**config.mk**
```make
export PLATFORM = sky130hd
export DESIGN_NAME = irq_controller
export DESIGN_NICKNAME = d
export VERILOG_FILES = /design/src/rtl/irq_controller.sv
export SDC_FILE = /design/constraint.sdc
export NUM_CORES = 1
export LEC_CHECK = 0
export CORE_MARGIN = 2
export CORE_UTILIZATION = 45
export CTS_CLUSTER_DIAMETER = 60
export CTS_CLUSTER_SIZE = 12
export DETAILED_ROUTE_END_ITERATION = 7
export PLACE_DENSITY = 0.68
export SLEW_MARGIN = 15
export SYNTH_ARGS = -nofsm -noshare
export SYNTH_HDL_FRONTEND = slang
export SYNTH_SLANG_ARGS = --single-unit
```
**constraint.sdc**
```tcl
create_clock -name clk -period 2 [get_ports clk]
set_input_delay 0.3 -clock clk [delete_from_list [all_inputs] [get_ports clk]]
set_output_delay 0.3 -clock clk [all_outputs]
set_load 0.05 [all_outputs]
```
**src/rtl/irq_controller.sv**
```systemverilog
// irq_controller
// ---------------------------------------------------------------------------
// This is a programmable interrupt controller for a 68000 CPU. It sits
// between seven active-high peripheral interrupt sources and the CPU's
// IPL/IACK bus interface.
//
// - Interrupt sources are synchronised, then latched as level or edge.
// - A mask is applied. The highest active level drives the active-low IPL
//   pins.
// - Interrupt-acknowledge cycles are answered with a vector byte and
//   terminated with DTACK.
//
// Optional build macro: IRQ_CTRL_AUTOVEC_EN
//   When defined, this adds the vpa_n output and a 7-bit autovector enable
//   register.
//   - Writing register 3 with bit 7 set loads this enable register instead
//     of vbase.
//   - An acknowledged level with its autovector bit set is answered with
//     VPA instead of DTACK.
//
// Ports
//   clk          system clock
//   rst_n        asynchronous active-low reset
//   irq_in[6:0]  interrupt sources, bit n-1 = level n (asynchronous)
//   cpu_as_n     CPU address strobe (asynchronous)
//   cpu_fc       CPU function code
//   cpu_addr_hi  CPU A19..A16
//   cpu_addr_lo  CPU A3..A1 (acknowledged level)
//   reg_cs       register select strobe (one cycle)
//   reg_we       1 = write, 0 = read
//   reg_addr     register index:
//                  0 mask, 1 pending (W1C), 2 edge_mode, 3 vbase
//   reg_wdata    register write data
//   reg_rdata    registered read data
//   ipl2_n..ipl0_n  encoded priority level, active low
//   vec_data     vector byte for D7..D0
//   vec_oe       drive enable for vec_data
//   dtack_n      cycle termination, active low
//   vpa_n        autovector request, active low (IRQ_CTRL_AUTOVEC_EN only)
// ---------------------------------------------------------------------------
module irq_controller #(
  parameter logic [7:0]  VECTOR_BASE = 8'h40,
  parameter int unsigned IACK_WAIT   = 2
) (
  input  logic       clk,
  input  logic       rst_n,
  input  logic [6:0] irq_in,
  input  logic       cpu_as_n,
  input  logic [2:0] cpu_fc,
  input  logic [3:0] cpu_addr_hi,
  input  logic [2:0] cpu_addr_lo,
  input  logic       reg_cs,
  input  logic       reg_we,
  input  logic [1:0] reg_addr,
  input  logic [7:0] reg_wdata,
  output logic [7:0] reg_rdata,
  output logic       ipl0_n,
  output logic       ipl1_n,
  output logic       ipl2_n,
  output logic [7:0] vec_data,
  output logic       vec_oe,
`ifdef IRQ_CTRL_AUTOVEC_EN
  output logic       dtack_n,
  output logic       vpa_n
`else
  output logic       dtack_n
`endif
);

  typedef enum logic [1:0] {S_IDLE, S_WAIT, S_ACK} state_t;

  // Synchronisers. irq has a third stage for edge detection. The as_n
  // synchroniser idles high.
  logic [6:0] irq_s1_q, irq_s2_q, irq_s3_q;
  logic       as_s1_q, as_s2_q;

  logic [6:0] mask_q, edge_mode_q, pend_q, pend_d;
  logic [7:0] vbase_q, rdata_q;
  logic [2:0] ipl_q;

  state_t     state_q;
  logic [3:0] cnt_q;
  logic [2:0] lvl_q;
  logic [7:0] vec_q;
  logic       vec_oe_q, dtack_n_q;

  logic [6:0] rise, pending, active, w1c, iack_clr;
  logic [7:0] act8, ack_vec;
  logic [2:0] top_lvl, ack_lvl;
  logic       wr_en, rd_en, iack_det, ack_enter, ack_valid;

`ifdef IRQ_CTRL_AUTOVEC_EN
  logic [6:0] autovec_q;
  logic [7:0] av8;
  logic       vpa_n_q, ack_auto;
`endif

  // -------------------------------------------------------------------------
  // Input synchronisation
  // -------------------------------------------------------------------------
  always_ff @(posedge clk or negedge rst_n) begin
    if (!rst_n) begin
      irq_s1_q <= '0;
      irq_s2_q <= '0;
      irq_s3_q <= '0;
      as_s1_q  <= 1'b1;
      as_s2_q  <= 1'b1;
    end else begin
      irq_s1_q <= irq_in;
      irq_s2_q <= irq_s1_q;
      irq_s3_q <= irq_s2_q;
      as_s1_q  <= cpu_as_n;
      as_s2_q  <= as_s1_q;
    end
  end

  assign rise  = irq_s2_q & ~irq_s3_q;
  assign wr_en = reg_cs & reg_we;
  assign rd_en = reg_cs & ~reg_we;
  assign w1c   = (wr_en && reg_addr == 2'd1) ? reg_wdata[6:0] : 7'd0;

  // -------------------------------------------------------------------------
  // Per-level pending logic.
  // In level mode, pending follows the synchronised input directly. This
  // saves one cycle of latency compared with edge mode.
  // In edge mode, the latch bit is set by a rising edge. It is cleared by
  // W1C or by an acknowledge. A set beats a clear in the same cycle.
  // -------------------------------------------------------------------------
  generate
    for (genvar gi = 0; gi < 7; gi++) begin : g_level
      assign pending[gi]  = edge_mode_q[gi] ? pend_q[gi] : irq_s2_q[gi];
      assign iack_clr[gi] = ack_enter & ack_valid & (ack_lvl == 3'(gi + 1));
      assign pend_d[gi]   = edge_mode_q[gi] &
                            (rise[gi] | (pend_q[gi] & ~(w1c[gi] | iack_clr[gi])));
    end
  endgenerate

  assign active = pending & mask_q;
  assign act8   = {active, 1'b0};   // index by level number; level 0 never active

  always_comb begin
    top_lvl = 3'd0;
    for (int i = 1; i < 8; i++) begin
      if (act8[i]) top_lvl = 3'(i);
    end
  end

  // -------------------------------------------------------------------------
  // Configuration registers, pending latch, IPL and read data
  // -------------------------------------------------------------------------
  always_ff @(posedge clk or negedge rst_n) begin
    if (!rst_n) begin
      mask_q      <= '0;
      edge_mode_q <= '0;
      pend_q      <= '0;
      vbase_q     <= VECTOR_BASE;
      rdata_q     <= '0;
      ipl_q       <= 3'b111;
`ifdef IRQ_CTRL_AUTOVEC_EN
      autovec_q   <= '0;
`endif
    end else begin
      pend_q <= pend_d;
      ipl_q  <= ~top_lvl;
      if (wr_en) begin
        case (reg_addr)
          2'd0: mask_q      <= reg_wdata[6:0];
          2'd2: edge_mode_q <= reg_wdata[6:0];
          2'd3: begin
`ifdef IRQ_CTRL_AUTOVEC_EN
            if (reg_wdata[7]) autovec_q <= reg_wdata[6:0];
            else              vbase_q   <= reg_wdata;
`else
            vbase_q <= reg_wdata;
`endif
          end
          default: ;   // pending W1C is handled in the per-level logic
        endcase
      end
      if (rd_en) begin
        case (reg_addr)
          2'd0:    rdata_q <= {1'b0, mask_q};
          2'd1:    rdata_q <= {1'b0, pending};
          2'd2:    rdata_q <= {1'b0, edge_mode_q};
          default: rdata_q <= vbase_q;
        endcase
      end
    end
  end

  // -------------------------------------------------------------------------
  // IACK handshake
  // -------------------------------------------------------------------------
  assign iack_det = ~as_s2_q & (cpu_fc == 3'b111) & (cpu_addr_hi == 4'hF);

  // ack_enter marks the edge on which ACK is entered. A zero wait skips
  // WAIT, so the level comes straight from the bus.
  always_comb begin
    ack_enter = 1'b0;
    ack_lvl   = lvl_q;
    case (state_q)
      S_IDLE: begin
        if (iack_det && IACK_WAIT == 0) begin
          ack_enter = 1'b1;
          ack_lvl   = cpu_addr_lo;
        end
      end
      S_WAIT:  ack_enter = ~as_s2_q & (cnt_q == 4'd0);
      default: ;
    endcase
  end

  assign ack_valid = act8[ack_lvl];
  assign ack_vec   = ack_valid ? (vbase_q + {5'd0, ack_lvl}) : 8'h18;

`ifdef IRQ_CTRL_AUTOVEC_EN
  assign av8      = {autovec_q, 1'b0};
  assign ack_auto = ack_valid & av8[ack_lvl];
`endif

  always_ff @(posedge clk or negedge rst_n) begin
    if (!rst_n) begin
      state_q   <= S_IDLE;
      cnt_q     <= '0;
      lvl_q     <= '0;
      vec_q     <= '0;
      vec_oe_q  <= 1'b0;
      dtack_n_q <= 1'b1;
`ifdef IRQ_CTRL_AUTOVEC_EN
      vpa_n_q   <= 1'b1;
`endif
    end else begin
      case (state_q)
        S_IDLE: begin
          if (iack_det) begin
            lvl_q   <= cpu_addr_lo;
            state_q <= S_WAIT;
            // Counting down to zero gives IACK_WAIT cycles from detection.
            cnt_q   <= 4'(IACK_WAIT - 1);
          end
        end
        S_WAIT: begin
          if (as_s2_q)              state_q <= S_IDLE;   // cycle aborted
          else if (cnt_q != 4'd0)   cnt_q   <= cnt_q - 4'd1;
        end
        S_ACK: begin
          if (as_s2_q) begin
            state_q   <= S_IDLE;
            vec_oe_q  <= 1'b0;
            dtack_n_q <= 1'b1;
`ifdef IRQ_CTRL_AUTOVEC_EN
            vpa_n_q   <= 1'b1;
`endif
          end
        end
        default: state_q <= S_IDLE;
      endcase

      if (ack_enter) begin
        state_q <= S_ACK;
        vec_q   <= ack_vec;
`ifdef IRQ_CTRL_AUTOVEC_EN
        if (ack_auto) begin
          vpa_n_q <= 1'b0;
        end else begin
          vec_oe_q  <= 1'b1;
          dtack_n_q <= 1'b0;
        end
`else
        vec_oe_q  <= 1'b1;
        dtack_n_q <= 1'b0;
`endif
      end
    end
  end

  assign reg_rdata = rdata_q;
  assign ipl2_n    = ipl_q[2];
  assign ipl1_n    = ipl_q[1];
  assign ipl0_n    = ipl_q[0];
  assign vec_data  = vec_q;
  assign vec_oe    = vec_oe_q;
  assign dtack_n   = dtack_n_q;
`ifdef IRQ_CTRL_AUTOVEC_EN
  assign vpa_n     = vpa_n_q;
`endif

endmodule

```
# == After elaboration in Yosys (flattened, before gate mapping) ==
# Index checks and enable logic that the tools add are counted.
# Widths: inputs -> output; s select.
# word_totals
regBits,82
latchBits,0
ram_bits,0
rom_bits,0
inputBits,32
out_inout_bits,21
elab_cells,143
mem_count,0
# classes
add_sub_neg,2
mul,0
div_mod_pow,0
order_cmp,1
n_eq_ne,19
shift,0
mux,34
bitwise,54
reduce_logical,16
# ops
cell,count
$and 1x1->1,27
$pmux 8 s3,1
$mux 3,6
$mux 1,16
$eq 3x3->1 const B,5
$and 7x7->7,2
$or 1x1->1,14
$mux 4,3
$reduce_and 2->1,6
$not 1->1,9
$add 8x3->8,1
$mux 8,1
$pmux 4 s2,1
$mux 7,1
$not 7->7,1
$eq 2x2->1 const B,3
$eq 3x2->1 const B,2
$mux 2,3
$ne 2x2->1 const B,3
$reduce_bool 2->1,3
$eq 2x1->1 const B,2
$eq 4x4->1 const B,1
$logic_not 2->1,2
$logic_not 4->1,1
12 further kinds,12

# == Longest topological paths before layout ==
# logic_depth
word_depth,11
depth_mapped,8

# == Worst setup path after synthesis ==
# No wires, ideal clock.
# synth_timing
path_type,flip-flop to flip-flop
start,register state_q[1]
end,register pend_q[4]
setup_time_ps,141
arrival_ps,1549
setup_slack_ps,310
stages_incl_launch_ff,8
n_path_buf,0
synth_period_minus_slack_ps,1690
cell_sequence,dfrtp_1 > inv_1 > ha_1 > nand2b_1 > nor3_2 > nand3_1 > o311ai_0 > a21boi_0
# synth_between
elab_chain_len,9
# synth_lines
element,line_no,rtl
start: declaration,81,state_t state_q;
start signal: assignment,223,state_q <= S_IDLE;
start signal: assignment,237,state_q <= S_WAIT;
start signal: assignment,243,if (as_s2_q) state_q <= S_IDLE;
$eq 2x1->1,201,case (state_q)
$mux 1,201,
$and 1x1->1 (2 in series),132,assign iack_clr[gi] = ack_enter & ack_valid & (ack_lvl == 3'(gi + 1));
$or 1x1->1,134,(rise[gi] | (pend_q[gi] & ~(w1c[gi] | iack_clr[gi])));
$not 1->1,134,
$and 1x1->1,134,
$or 1x1->1,134,
$and 1x1->1,133,assign pend_d[gi] = edge_mode_q[gi] &
net pend_d[4],77,"logic [6:0] mask_q, edge_mode_q, pend_q, pend_d;"
end signal: assignment,163,pend_q <= pend_d;
end: declaration,77,
# The timed path passes the listed nets, and every way through them passes these cells.
# A chain may end at the register's enable or synchronous reset.

# == Worst setup path in the final report ==
# layout_timing
start,register ipl_q[2]
end,output port ipl2_n
# layout_lines
element,line_no,rtl
start: declaration,79,logic [2:0] ipl_q;
start signal: assignment,164,ipl_q <= ~top_lvl;
end: declaration,59,"output logic ipl2_n,"
# No word-level cell between the ends.

==> metrics.md <==
| Metric | Value |
|---|---|
| Status | finished clean |
| Ports | 53 |
| # fillers | 643 |
| Logic pwr share | 29.5% |
| RSZ-0062 raised after global routing | no |
| DRT Wirelength | approximately 7500 µm |
| Final setup TNS | 0 ns |
| Worst rel slew slack | 65.5% |
| CP endpoint kind | output port |
| CP startpoint kind | register |
| H-tree Lvls | 3 |
| Clock share of power | 26.1% |
| Drt first-iter violations | 113 |
| PnR Total Power | roughly 4900 µW |
| Critical path required time | about 1.7 ns |
| Setup-failing EPs final | 0 |
| Final Cell Area | 4670 µm² |
| R2r setup slk | 0.17 ns |
| Avg Vias per Cell | 5.26 |
| Layout cells sized above 1 | a little over a quarter |
| Cts bufs inserted | 9 |
| Post-CTS Repair Setup Buffers | 0 |
| Starting Density | between 40% and 50% |
| Total Routing Usage GR | between 10% and 20% |
| Arrival time worst endpoint | between 1.5 and 2 ns |
| Syn Inst Count | 268 |
| Routability Congestion | just under 0.8 |
| Drt first pass iters | 4 |
| Fmax | between 500 and 600 MHz |
| Via count | roughly 2400 |
| Routed Antenna Nets | 0 |
| Min-Delay Path Class | reg -> reg |
| Sequential share of the synthesized area | between 50% and 60% |
| Core area | 7770 µm² |
| Synth unique cells | 47 |
| FFs w/ async S/R, synth | 100% |
| Clk_skew | 0.0125 ns |
| Switching Share | 32.6% |
| Synth-to-layout area growth | 28.8% |
| Finished Layout Cells | 458 |
| Initial antenna violation count | 0 |
| Synthesis Warnings | 0 |
| Tmin final | between 1.5 and 2 ns |
| Clock transition at path regs | about 0.080 ns |
| Crit path max fanout | 1 |
| Slowest CP cell | clkdlybuf4s50_1 |
| CTS sink count | 82 |
| Synth Register Bits | 82 |
| Port Buffers | 52 |
| Avg Inst Size Synth | 13.5 µm² |
| Reported net switching power | around 1600 µW |
| Cell Area, Synth | between 3000 and 4000 µm² |
| First-pass GRT wire length | ~13000 µm |
| Largest net degree at the start of global routing | 35 |
| Worst slew pin tran | 0.516 ns |
| Antenna Cells | 0 |
| # DRC | 0 |
| Wirelength per Cell | 16.3 µm |
| Internal power | approximately 3300 µW |
| Root Buffer | clkbuf_8 |
| CP max stage delay | 0.79 ns |
| Nets@finish | 391 |
| Reg power frac | 44.4% |
| Leak | 0.00205 µW |
| Post-synth net total | 308 |
| CTS tree | built |
| Die ar. | 8790 µm² |
| Placed wire-length estimate | 5620 µm |
| Final Hold Vio Count | 0 |
| Global route overflow | 0 |
| Post-synth EDFFs | 0 |
| Maximum vdd drop | about 0.80 mV |
| Final period utilization | a little over nine tenths |
| Synth Flop Type | dfrtp_1 |
| Placed Cells | between 400 and 500 |
| PD cells | 1050 nW/µm² |
| Die width | around 94 µm |
| Row count | 32 |
| Worst-Skew Late Latency | around 0.35 ns |
| Final hold slack | 0.353 ns |
| Crit-path cells | clkdlybuf4s50_1 |
| Critical path's top delay family | buffers and inverters |
| Clock Tree Buf Depth | 2 |
| DP Area | 4430 µm² |
| Vias in the first global route | about 2500 |
| # Max-Cap Violations | 0 |
| Critical path type | reg -> out |
| Pins Over Slew Limit | 0 |
| Buf/Inv on CP | 1 |
| DIE HEIGHT | around 94 µm |
-- synthesized netlist by cell type, types with 6 or more instances --
library cell | number | area, µm²
mux2_2 | 35 | 394
a22o_1 | 6 | 52.6
nor2_1 | 11 | 41.3
o21ai_0 | 6 | 30.0
nand2_1 | 22 | 82.6
a21oi_1 | 6 | 30.0
inv_1 | 10 | 37.5
nand2b_1 | 9 | 56.3
dfstp_2 | 7 | 184
dfrtp_1 | 75 | 1880
ha_1 | 7 | 87.6
-- cell type report --
cell class | instances | area (µm²) | share of cell area, %
Multi-Input combinational cell | 172 | 1510 | 32.3
Inverter | 10 | 37.5 | 0.804
Timing Repair Buffer | 76 | 711 | 15.2
Clock inverter | 3 | 45.0 | 0.964
Sequential cell | 82 | 2060 | 44.1
Tap cell | 102 | 128 | 2.73
Clock buffer | 13 | 179 | 3.83
-- power by group through the flow --
| stage | Combinational, µW | Sequential, µW | Clock, µW |
|---|---|---|---|
| final | 1450 | 2190 | 1290 |
| after global routing | 1570 | 2230 | 1390 |
| after CTS | 1460 | 2190 | 1320 |
| after detailed placement | 1450 | 2220 | 0 |
| after global placement | 1420 | 2220 | 0 |
| after floorplan | 566 | 2570 | 0 |
-- registers in the layout, summed over array words and instances (netlist names), 2 cells and up --
register / count
vbase_q: 8
ipl_q: 3
state_q: 2
irq_s3_q: 7
reg_rdata: 8
cnt_q: 4
vec_data: 8
irq_s2_q: 7
edge_mode_q: 7
pend_q: 7
mask_q: 7
irq_s1_q: 7
ack_lvl: 3
-- cells in the final DEF (no fill, tap or decap), types with 3 or more instances in the layout --
cell,synthesis,final
dfrtp_1,75,75
clkdlybuf4s50_1,0,48
mux2_2,35,35
buf_4,0,25
nand2_1,22,22
clkbuf_8,0,13
nor2_1,11,11
inv_1,10,10
nand2b_1,9,9
ha_1,7,7
dfstp_2,7,7
a21oi_1,6,6
o21ai_0,6,6
a22o_1,6,6
a21boi_0,5,5
xor2_1,5,5
nand4_1,5,5
mux4_2,4,4
mux4_1,4,4
mux2_1,3,3
a221o_1,3,3
nor3_1,3,3
-- metal layers --
metal  up-vias  track usage [%]  share of wire [%]
met5         -                0                  0
li1       1143                -                  -
met4         0             6.28                1.7
met3        13             4.49                5.1
met2        54             29.5                 48
met1      1197             26.0                 46
-- path summary, 6_finish.rpt --
| check | start | endpoint | depth (start not counted) |
|---|---|---|---|
| worst max-delay path | ipl_q[2] | ipl2_n | 1 |
| worst max register to register | edge_mode_q[0] | vec_data[5] | 5 |
| worst min register to register | irq_s1_q[3] | irq_s2_q[3] | 0 |
| worst min-delay path | irq_s1_q[3] | irq_s2_q[3] | 0 |
| min in group asynchronous | rst_n | reg_rdata[5] | 2 |
| max in group asynchronous | rst_n | as_s1_q | 3 |
-- per-stage QoR --
step	util, %	worst slack, ns
2_1_floorplan	-	0.310
3_3_place_gp	57.1	0.113
3_5_place_dp	57.1	0.0834
4_1_cts	60.1	0.0134
5_1_grt	60.1	0.00869
6_report	60.1	0.0339
-- what timing repair did --
item / CTS / global route
hold endpoints to repair: 29 / 0
resized for setup: 0 / 3
hold buffers: 1 / 0
setup endpoints to repair: 0 / 3
-- logic make-up (layout without fill, tap and decap cells) --
| family | Yosys count | in the layout | synth area share, % |
|---|---|---|---|
| AO/OA/AOI/OAI | 42 | 42 | 9.25 |
| buffers and inverters | 14 | 102 | 1.55 |
| XOR/XNOR | 6 | 6 | 1.45 |
| adder cells (fa/ha/maj) | 8 | 8 | 2.97 |
| flip-flops | 82 | 82 | 56.8 |
| AND/OR/NAND/NOR | 68 | 68 | 9.97 |
| multiplexers | 48 | 48 | 18.0 |
No activity file was read; power rests on OpenSTA's default activity.
